--- config.mk ---
export PLATFORM = sky130hd
export DESIGN_NAME = wb_burst_master
export DESIGN_NICKNAME = d
export VERILOG_FILES = /design/src/rtl/wb_burst_pkg.sv /design/src/rtl/wb_burst_master.sv
export SDC_FILE = /design/constraint.sdc
export NUM_CORES = 1
export LEC_CHECK = 0
export CAP_MARGIN = 15
export CORE_MARGIN = 2
export CORE_UTILIZATION = 46
export DETAILED_ROUTE_END_ITERATION = 6
export PLACE_DENSITY = 0.95
export SYNTH_ARGS = -nofsm -noshare
export SYNTH_HDL_FRONTEND = slang
export SYNTH_SLANG_ARGS = --single-unit
export TNS_END_PERCENT = 30
--- constraint.sdc ---
create_clock -name wb_clk_i -period 4.39 [get_ports wb_clk_i]
set_input_delay 1.317 -clock wb_clk_i [delete_from_list [all_inputs] [get_ports wb_clk_i]]
set_output_delay 1.317 -clock wb_clk_i [all_outputs]
set_load 0.1 [all_outputs]
--- src/rtl/wb_burst_pkg.sv ---
// Shared state encoding and Wishbone cycle-type codes for the burst master.
package wb_burst_pkg;

    typedef enum logic [2:0] {
        IDLE,
        WR_WAIT,
        WR_BEAT,
        RD_BEAT,
        DONE,
        ABORT
    } state_t;

    localparam logic [2:0] CTI_CLASSIC = 3'b000;
    localparam logic [2:0] CTI_INCR    = 3'b010;
    localparam logic [2:0] CTI_EOB     = 3'b111;

endpackage

--- src/rtl/wb_burst_master.sv ---
// Command/data streams to Wishbone B3 incrementing bursts; cyc rises the cycle after accept.
// Write beats stall on wdat_valid, read data returns one cycle after ack, no ack for TIMEOUT cycles aborts.
module wb_burst_master
    import wb_burst_pkg::*;
#(
    parameter int AW      = 32,
    parameter int DW      = 32,
    parameter int LENW    = 8,
    parameter int TIMEOUT = 1024
) (
    input  logic            wb_clk_i,
    input  logic            wb_resetn,
    input  logic            sdr_init_done,
    input  logic            cmd_valid,
    output logic            cmd_ready,
    input  logic            cmd_we,
    input  logic [AW-1:0]   cmd_addr,
    input  logic [LENW-1:0] cmd_len,
    input  logic [3:0]      cmd_sel,
    input  logic            wdat_valid,
    output logic            wdat_ready,
    input  logic [DW-1:0]   wdat,
    output logic            rdat_valid,
    output logic [DW-1:0]   rdat,
    output logic            cmd_done,
    output logic            cmd_err,
    output logic            wb_cyc_o,
    output logic            wb_stb_o,
    output logic            wb_we_o,
    output logic [AW-1:0]   wb_addr_o,
    output logic [DW-1:0]   wb_dat_o,
    output logic [3:0]      wb_sel_o,
    output logic [2:0]      wb_cti_o,
    input  logic            wb_ack_i,
    input  logic [DW-1:0]   wb_dat_i
);

    localparam int TW = (TIMEOUT > 2) ? $clog2(TIMEOUT) : 1;

    state_t          state, nxt;
    logic            we_r;
    logic [AW-1:0]   addr_r;
    logic [LENW-1:0] len_r;
    logic [3:0]      sel_r;
    logic [LENW-1:0] beat_cnt;
    logic [TW-1:0]   to_cnt;

    logic cyc, stb, ack, last, timeout, accept;

    assign accept  = (state == IDLE) && cmd_valid && sdr_init_done;
    assign ack     = wb_ack_i && stb;
    assign last    = (beat_cnt == len_r);
    assign timeout = stb && !wb_ack_i && (to_cnt == TW'(TIMEOUT - 1));

    always_comb begin
        nxt = state;
        cyc = 1'b0;
        stb = 1'b0;
        case (state)
            IDLE: begin
                if (accept)
                    nxt = cmd_we ? WR_WAIT : RD_BEAT;
            end
            WR_WAIT: begin
                cyc = 1'b1;
                if (wdat_valid)
                    nxt = WR_BEAT;
            end
            WR_BEAT: begin
                // stb follows wdat_valid so a beat is never presented without data behind it
                cyc = 1'b1;
                stb = wdat_valid;
                if (ack)
                    nxt = last ? DONE : WR_BEAT;
                else if (timeout)
                    nxt = ABORT;
                else if (!wdat_valid)
                    nxt = WR_WAIT;
            end
            RD_BEAT: begin
                cyc = 1'b1;
                stb = 1'b1;
                if (ack)
                    nxt = last ? DONE : RD_BEAT;
                else if (timeout)
                    nxt = ABORT;
            end
            DONE:    nxt = IDLE;
            ABORT:   nxt = IDLE;
            default: nxt = IDLE;
        endcase
    end

    always_ff @(posedge wb_clk_i or negedge wb_resetn) begin
        if (!wb_resetn) begin
            state      <= IDLE;
            we_r       <= 1'b0;
            addr_r     <= '0;
            len_r      <= '0;
            sel_r      <= '0;
            beat_cnt   <= '0;
            to_cnt     <= '0;
            rdat_valid <= 1'b0;
            rdat       <= '0;
        end else begin
            state      <= nxt;
            rdat_valid <= ack && !we_r;
            if (ack && !we_r)
                rdat <= wb_dat_i;
            if (accept) begin
                we_r     <= cmd_we;
                addr_r   <= cmd_addr & ~AW'(3);
                len_r    <= cmd_len;
                sel_r    <= cmd_sel;
                beat_cnt <= '0;
            end else if (ack) begin
                beat_cnt <= beat_cnt + 1'b1;
                addr_r   <= addr_r + AW'(4);
            end
            if (!stb || wb_ack_i)
                to_cnt <= '0;
            else
                to_cnt <= to_cnt + 1'b1;
        end
    end

    assign cmd_ready  = (state == IDLE) && sdr_init_done;
    assign wdat_ready = ack && (state == WR_BEAT);
    assign cmd_done   = (state == DONE) || (state == ABORT);
    assign cmd_err    = (state == ABORT);

    assign wb_cyc_o  = cyc;
    assign wb_stb_o  = stb;
    assign wb_we_o   = cyc && we_r;
    assign wb_addr_o = cyc ? addr_r : '0;
    assign wb_dat_o  = (state == WR_BEAT) ? wdat : '0;
    assign wb_sel_o  = cyc ? sel_r : 4'h0;
    assign wb_cti_o  = !stb ? CTI_CLASSIC : (last ? CTI_EOB : CTI_INCR);

endmodule

==> flow_summary.yaml, run 1 <==
setup_path:
  r2r_start: "state[0]"
  crit_family: "buffers and inverters"
  cp.arrival_ps: 2720
  slowest_delay_ps: 480
  cp_num_buf_inv: 2
  r2r_cells: 5
  crit_fanout: 5
  ff2ff_setup_slack_ps: 2100
  cpMostUsedCell: "nor2_1"
  crit_path_end_kind: "primary output"
  crit_chain: "clkdlybuf4s50_1, nor2_1, nor2_1, nand2_1, nor3_2, buf_12"
  worstSetupPathType: "primary input to primary output"
  slowest_stage: "clkdlybuf4s50_1"
  startpoint_type: "primary input"
  worst_r2r_endpoint: "addr_r[10]"
  critPathRequiredTime_ps: 3070
place:
  place_congestion: 0.881
  hpwlAfterDp_um: 11300
  numPlacedInstances: 862
  portBuffers: 221
sta:
  grt_setup_unrepaired: "false"
  finalSetupViolCount: 0
  fin_crit_ps: 4040
  fin_worst_skew_ps: 14.3
  relSlewSlack: 0.325
  max_freq_ghz: 0.248
  tightest_slew_ps: 1010
  fin_setup_tns_ps: 0
  period_share: 0.920
  slew_violations: 0
  hold_viol: 0
global_route:
  overflow: 0
  grt_max_degree: 72
  grtUsageMet2: 0.466
  grt_pass1_vias: 4777
  grt_first_pass_wirelength_um: 22800
  grt.busiest_layer: "met2"
  antenna_found_initial: 0
  met1_usage: 0.275
  gr-usage-all-layers: 0.252
  grtUsageMet3: 0.0484
worst_hold_path:
  min_path_cells: 2
  hold_end: "sel_r[2]"
  hp-class: "register to register"
  hp-start: "sel_r[2]"
routing:
  vias_per_cell: 5.23
  first_pass_iters: 4
  initialDrtViolationCount: 313
  routedWlPerCell_um: 16.8
  drc_errors: 0
  antenna_left: 0
  wl_um: 14700
  vias: 4596
clock_tree:
  numClockSinks: 97
  root_buffer: "clkbuf_8"
  htreeDepth: 3
  cts_buffer_depth: 2
  cts.clk_slew.worst_paths_ps: 100
  cts_hold_buf: 0
  numCtsBuffers: 9
  cts_tree: "built"
  ctsResizeCount: 0
  post_cts_buffers: 0
  clk_latency_ps: 390
cells_and_area:
  area_growth_pct: 55.8
  fin_nets: 851
  final_common_cell: "clkdlybuf4s50_1"
  drive_gt1_frac: 0.211
  final_cell_mix: "clkdlybuf4s50_1 (144), dfrtp_1 (97), nand2_1 (87)"
  postLayoutCoreUtil: 0.732
  fillers: 721
  n_antenna_cell: 0
  fin_cells: 878
yosys:
  synthCells: 519
  ys_warn_count: 0
  syn_area_um2: 5070
  syn_area_per_cell_um2: 9.77
  ys_ff_latch: 97
  synth_edf_count: 0
  async_flop_share: 1.00
  ys_seq_area_frac: 0.479
  synth_ff_type: "dfrtp_1"
  synth_cell_types: 40
floorplanning:
  initial_utilization: 0.470
  rows: 38
  coreArea_um2: 10800
  die_y_um: 109
  boundaryPins: 226
  die_w_um: 109
  die_area_um2: 11900
run:
  drv_cap: 0
status:
  status: "finished, final reports clean"
[cell type report]
type / count / area (um^2) / share of cell area
Sequential cell: 97 / 2430 / 0.307
Tap cell: 140 / 175 / 0.0222
Clock buffer: 9 / 124 / 0.0157
Clock inverter: 7 / 62.6 / 0.00792
Timing Repair Buffer: 232 / 2590 / 0.328
Multi-Input combinational cell: 389 / 2500 / 0.317
Inverter: 4 / 15.0 / 0.00190
[cells by family (layout without fill, tap and decap cells)]
group	Yosys count	in the layout	share of synthesized area
AO/OA/AOI/OAI	38	38	0.0415
XOR/XNOR	52	52	0.0899
adder cells (fa/ha/maj)	3	3	0.00741
buffers and inverters	34	252	0.0323
flip-flops	97	97	0.479
multiplexers	33	33	0.0733
other	1	2	0.000740
AND/OR/NAND/NOR	261	261	0.276
[through the flow]
step / worst slack [ps] / hold WS, ps / area (um^2)
4_1_cts: 371 / 480 / 7900
3_3_place_gp: 433 / 451 / 7710
5_1_grt: 322 / 510 / 7900
2_1_floorplan: -1340 / 437 / 5090
6_report: 350 / 470 / 7900
3_5_place_dp: 390 / 456 / 7710
[worst min-delay path: cells and delay by family (launching register included)]
| family | cells | cell delay (ps) |
|---|---|---|
| flip-flops | 1 | 340 |
| AND/OR/NAND/NOR | 2 | 100 |
[worst max-delay path by stage]
| stage | to | depth (start not counted) | start | slack [ps] |
|---|---|---|---|---|
| after global routing | wdat_ready | 6 | wdat_valid | 320 |
| after floorplan | wdat_ready | 4 | wdat_valid | -1340 |
| final | wdat_ready | 6 | wdat_valid | 350 |
| after CTS | wdat_ready | 6 | wdat_valid | 370 |
| after detailed placement | wdat_ready | 6 | wdat_valid | 390 |
| after global placement | wdat_ready | 6 | wdat_valid | 430 |
[cell usage after synthesis, drive strengths merged, types with 15 or more instances]
cell type | instances | area (um^2)
buf | 16 | 96.3
nand3 | 20 | 105
nand2 | 87 | 327
o21ai | 29 | 153
mux2 | 33 | 372
and2 | 67 | 419
xor2 | 22 | 193
nand4 | 15 | 93.8
nor3 | 17 | 90.1
nor2 | 31 | 119
xnor2 | 30 | 263
dfrtp | 97 | 2430
[layer usage]
layer | share of wire | vias to the layer above
met3 | 0.061 | 37
met2 | 0.54 | 186
met1 | 0.37 | 2223
met4 | 0.032 | 0
met5 | 0 | -
li1 | - | 2150
[flip-flops by register name, indices dropped and copies added (netlist names)]
register / flops
addr_r: 30
beat_cnt: 8
len_r: 8
rdat: 32
rdat_valid: 1
sel_r: 4
state: 3
to_cnt: 10
we_r: 1
Power of run 1 is left out: the tool's default activity adds up to more than one toggle a clock period on the data nets, which glitch-free logic cannot reach.
==> run 2: changes to the inputs <==
Settings changed: CORE_UTILIZATION 46 to 42, PLACE_DENSITY 0.95 to 0.91.
Clock period 4.39 ns to 3.8 ns, I/O delays scaled along.
==> flow_summary.yaml, run 2 (synthesized netlist as in run 1, its figures left out) <==
routing:
  first_pass_iters: 6
  routedWlPerCell_um: 15.9
  vias: 4604
  wl_um: 14100
  antenna_left: 0
  vias_per_cell: 5.20
  initialDrtViolationCount: 250
  drc_errors: 0
clock_tree:
  numCtsBuffers: 9
  clk_latency_ps: 340
  ctsResizeCount: 0
  cts_hold_buf: 0
  cts.clk_slew.worst_paths_ps: 60
  cts_buffer_depth: 2
  numClockSinks: 97
  cts_tree: "built"
  post_cts_buffers: 0
  htreeDepth: 3
  root_buffer: "clkbuf_16"
setup_path:
  slowest_delay_ps: 490
  worst_r2r_endpoint: "addr_r[19]"
  critPathRequiredTime_ps: 2660
  worstSetupPathType: "primary input to primary output"
  crit_family: "buffers and inverters"
  crit_fanout: 5
  slowest_stage: "clkdlybuf4s50_1"
  r2r_start: "state[2]"
  crit_chain: "clkdlybuf4s50_1, nor2_2, nor2_4, nand2_4, nor3_4, buf_12"
  crit_path_end_kind: "primary output"
  ff2ff_setup_slack_ps: 1630
  r2r_cells: 5
  cp.arrival_ps: 2400
  cp_num_buf_inv: 2
  startpoint_type: "primary input"
global_route:
  grt_first_pass_wirelength_um: 23100
  grt_pass1_vias: 4902
  grt_max_degree: 83
  overflow: 0
  gr-usage-all-layers: 0.223
  antenna_found_initial: 0
worst_hold_path:
  hp-start: "sel_r[3]"
  hp-class: "register to register"
  min_path_cells: 2
  hold_end: "sel_r[3]"
cells_and_area:
  drive_gt1_frac: 0.257
  final_cell_mix: "clkdlybuf4s50_1 (111), dfrtp_1 (97), nand2_1 (86)"
  largest_register_ffs: 32
  final_common_cell: "clkdlybuf4s50_1"
  n_antenna_cell: 0
  largest_register: "rdat"
  fin_cells: 886
  reg_top3: "rdat: 32 flops, addr_r: 30 flops, to_cnt: 10 flops"
  fin_nets: 852
  area_growth_pct: 63.6
sta:
  hold_viol: 0
  max_freq_ghz: 0.283
  grt_setup_unrepaired: "false"
  tightest_slew_ps: 777
  fin_worst_skew_ps: 8.06
  slew_violations: 0
  relSlewSlack: 0.478
  period_share: 0.930
  fin_crit_ps: 3540
  finalSetupViolCount: 0
floorplanning:
  boundaryPins: 226
  die_y_um: 114
  die_w_um: 114
  coreArea_um2: 11900
  initial_utilization: 0.426
  rows: 40
  die_area_um2: 13000
place:
  place_congestion: 0.862
  numPlacedInstances: 869
  hpwlAfterDp_um: 10800
  portBuffers: 221
status:
  status: "finished, final reports clean"
run:
  drv_cap: 0
-- run 2: cell types whose count changed in the layout (fill, tap and decap cells not counted), sizes merged --
cell           previous run  this run
clkinvlp                  2         0
inv                       7         4
clkbuf                    9        13
clkinv                    2         3
clkdlybuf4s50           144       111
buf                      88       122
-- run 2: per-stage QoR --
stage                util  hold slack [ps]  setup TNS (ps)  setup WS [ps]  cell area [um^2]
floorplan               -              437           -1500           -139              5130
global route        0.696              496               0            217              8290
global placement    0.671              457               0            272              7990
detailed placement  0.671              454               0            276              7990
CTS                 0.694              470               0            271              8270
finish              0.696              467               0            265              8290
-- run 2: area by class of cell --
class / count / area (um^2)
well taps: 147 / 184
multi-input cells: 389 / 2540
repair buffers: 233 / 2850
flip-flops and latches: 97 / 2430
clock buffers: 13 / 250
clock inverters: 3 / 26.3
fillers: 880 / 3620
inverters: 4 / 15.0
-- run 2: routing by layer --
metal,share of wire,global-route usage,vias to the layer above,wire length (um)
met5,0,0,-,0
li1,-,-,2159,-
met2,0.53,0.402,200,7450
met3,0.069,0.0510,36,975
met4,0.028,0.0870,0,400
met1,0.37,0.258,2209,5280
-- run 2: how the worst max path moves through the flow --
stage / slack [ps] / cells past startpoint / endpoint / from
finish: 260 / 6 / wdat_ready / wdat_valid
global route: 220 / 5 / wb_sel_o[0] / state[1]
CTS: 270 / 6 / wdat_ready / wdat_valid
detailed placement: 280 / 6 / wdat_ready / wdat_valid
global placement: 270 / 6 / wdat_ready / wdat_valid
floorplan: -140 / 3 / cmd_err / state[2]
-- run 2: worst register-to-register path: cells and delay by family (launching register included) --
| family | cells | cell delay [ps] |
|---|---|---|
| and+or+nand+nor | 3 | 1300 |
| DFF | 1 | 520 |
| xor gates and xnor gates | 1 | 170 |
| AOI/OAI and AO/OA | 1 | 70 |
Power of run 2 is left out for the same reason.
==> run 3: changes to the inputs <==
Settings changed: CAP_MARGIN 15 to 30.
==> flow_summary.yaml, run 3 (synthesized netlist as in run 1, its figures left out) <==
setup_path:
  r2r_start: "state[2]"
  worst_r2r_endpoint: "addr_r[16]"
  slowest_delay_ps: 490
  slowest_stage: "clkdlybuf4s50_1"
  startpoint_type: "primary input"
  worstSetupPathType: "primary input to primary output"
  cp_num_buf_inv: 2
  cp.arrival_ps: 2390
  crit_family: "buffers and inverters"
  r2r_cells: 5
  crit_chain: "clkdlybuf4s50_1, nor2_2, nor2_4, nand2_4, nor3_4, buf_12"
  crit_fanout: 5
  critPathRequiredTime_ps: 2660
  critPathLaunch: "wdat_valid"
  ff2ff_setup_slack_ps: 1560
  crit_path_end_kind: "primary output"
sta:
  finalSetupViolCount: 0
  hold_viol: 0
  grt_setup_unrepaired: "false"
  fin_worst_skew_ps: 5.46
  fin_ws_ps: 273
  max_freq_ghz: 0.284
  period_share: 0.928
  fin_crit_ps: 3530
  relSlewSlack: 0.464
  slew_violations: 0
  tightest_slew_ps: 798
floorplanning:
  coreArea_um2: 11900
  die_w_um: 114
  initial_utilization: 0.426
  rows: 40
  boundaryPins: 226
  die_y_um: 114
  die_area_um2: 13000
worst_hold_path:
  hp-start: "sel_r[2]"
  hold_end: "sel_r[2]"
  hp-class: "register to register"
  min_path_cells: 2
clock_tree:
  post_cts_buffers: 0
  cts_hold_buf: 0
  root_buffer: "clkbuf_16"
  cts.clk_slew.worst_paths_ps: 60
  cts_tree: "built"
  numCtsBuffers: 9
  clk_latency_ps: 340
  htreeDepth: 3
  cts_buffer_depth: 2
  numClockSinks: 97
  ctsResizeCount: 0
cells_and_area:
  final_cell_mix: "clkdlybuf4s50_1 (111), dfrtp_1 (97), nand2_1 (86)"
  n_antenna_cell: 0
  area_growth_pct: 64.5
  final_common_cell: "clkdlybuf4s50_1"
  fin_cells: 885
  largest_register_ffs: 32
  reg_top3: "rdat: 32 flops, addr_r: 30 flops, to_cnt: 10 flops"
  final-seq-area_um2: 2430
  drive_gt1_frac: 0.260
  fillers: 854
  largest_register: "rdat"
  final_area_um2: 8340
  fin_nets: 852
  multi_input_area_um2: 2540
global_route:
  gr-usage-all-layers: 0.228
  grt.busiest_layer: "met2"
  grt_pass1_vias: 4974
  met1_usage: 0.262
  grtUsageMet3: 0.0521
  grtUsageMet2: 0.410
  grt_first_pass_wirelength_um: 23400
  overflow: 0
  antenna_found_initial: 0
  grt_max_degree: 49
place:
  hpwlAfterDp_um: 11000
  place_congestion: 0.862
  place_area_um2: 8020
  numPlacedInstances: 870
  dp_slack_ps: 282
  portBuffers: 221
routing:
  wl_um: 14300
  drc_errors: 0
  first_pass_iters: 4
  routedWlPerCell_um: 16.1
  vias: 4600
  vias_per_cell: 5.20
  antenna_left: 0
  initialDrtViolationCount: 175
status:
  status: "finished, final reports clean"
run:
  drv_cap: 0
[run 3: worst max path at each step]
stage                     slack (ps)  cells after the start           to
after global routing             180                      5  wb_sel_o[0]
after floorplan                 -140                      3      cmd_err
after CTS                        280                      6   wdat_ready
final                            270                      6   wdat_ready
after global placement           270                      6   wdat_ready
after detailed placement         280                      6   wdat_ready
[run 3: worst register-to-register path, stage by stage (launching register included)]
cell and delay [ps]:
dfrtp_1 530, nand2b_4 300, or3_1 590, nor3_1 340
xnor2_1 220, o21ai_0 130
[run 3: layer usage]
layer / vias up / share of wire
li1: 2156 / -
met1: 2201 / 0.37
met2: 206 / 0.52
met3: 37 / 0.071
met4: 0 / 0.033
met5: - / 0
[run 3: area by class of cell]
class | count | area share
flip-flops and latches | 97 | 0.291
clock inverters | 5 | 0.00961
repair buffers | 233 | 0.342
clock buffers | 10 | 0.0287
inverters | 4 | 0.00180
well taps | 147 | 0.0221
multi-input cells | 389 | 0.305
[run 3: through the flow]
| stage | util | hold slack, ps | setup TNS, ps |
|---|---|---|---|
| 2_1_floorplan | - | 437 | -1500 |
| 3_3_place_gp | 0.671 | 457 | 0 |
| 3_5_place_dp | 0.673 | 462 | 0 |
| 4_1_cts | 0.700 | 478 | 0 |
| 5_1_grt | 0.700 | 499 | 0 |
| 6_report | 0.700 | 476 | 0 |
Power of run 3 is left out for the same reason.
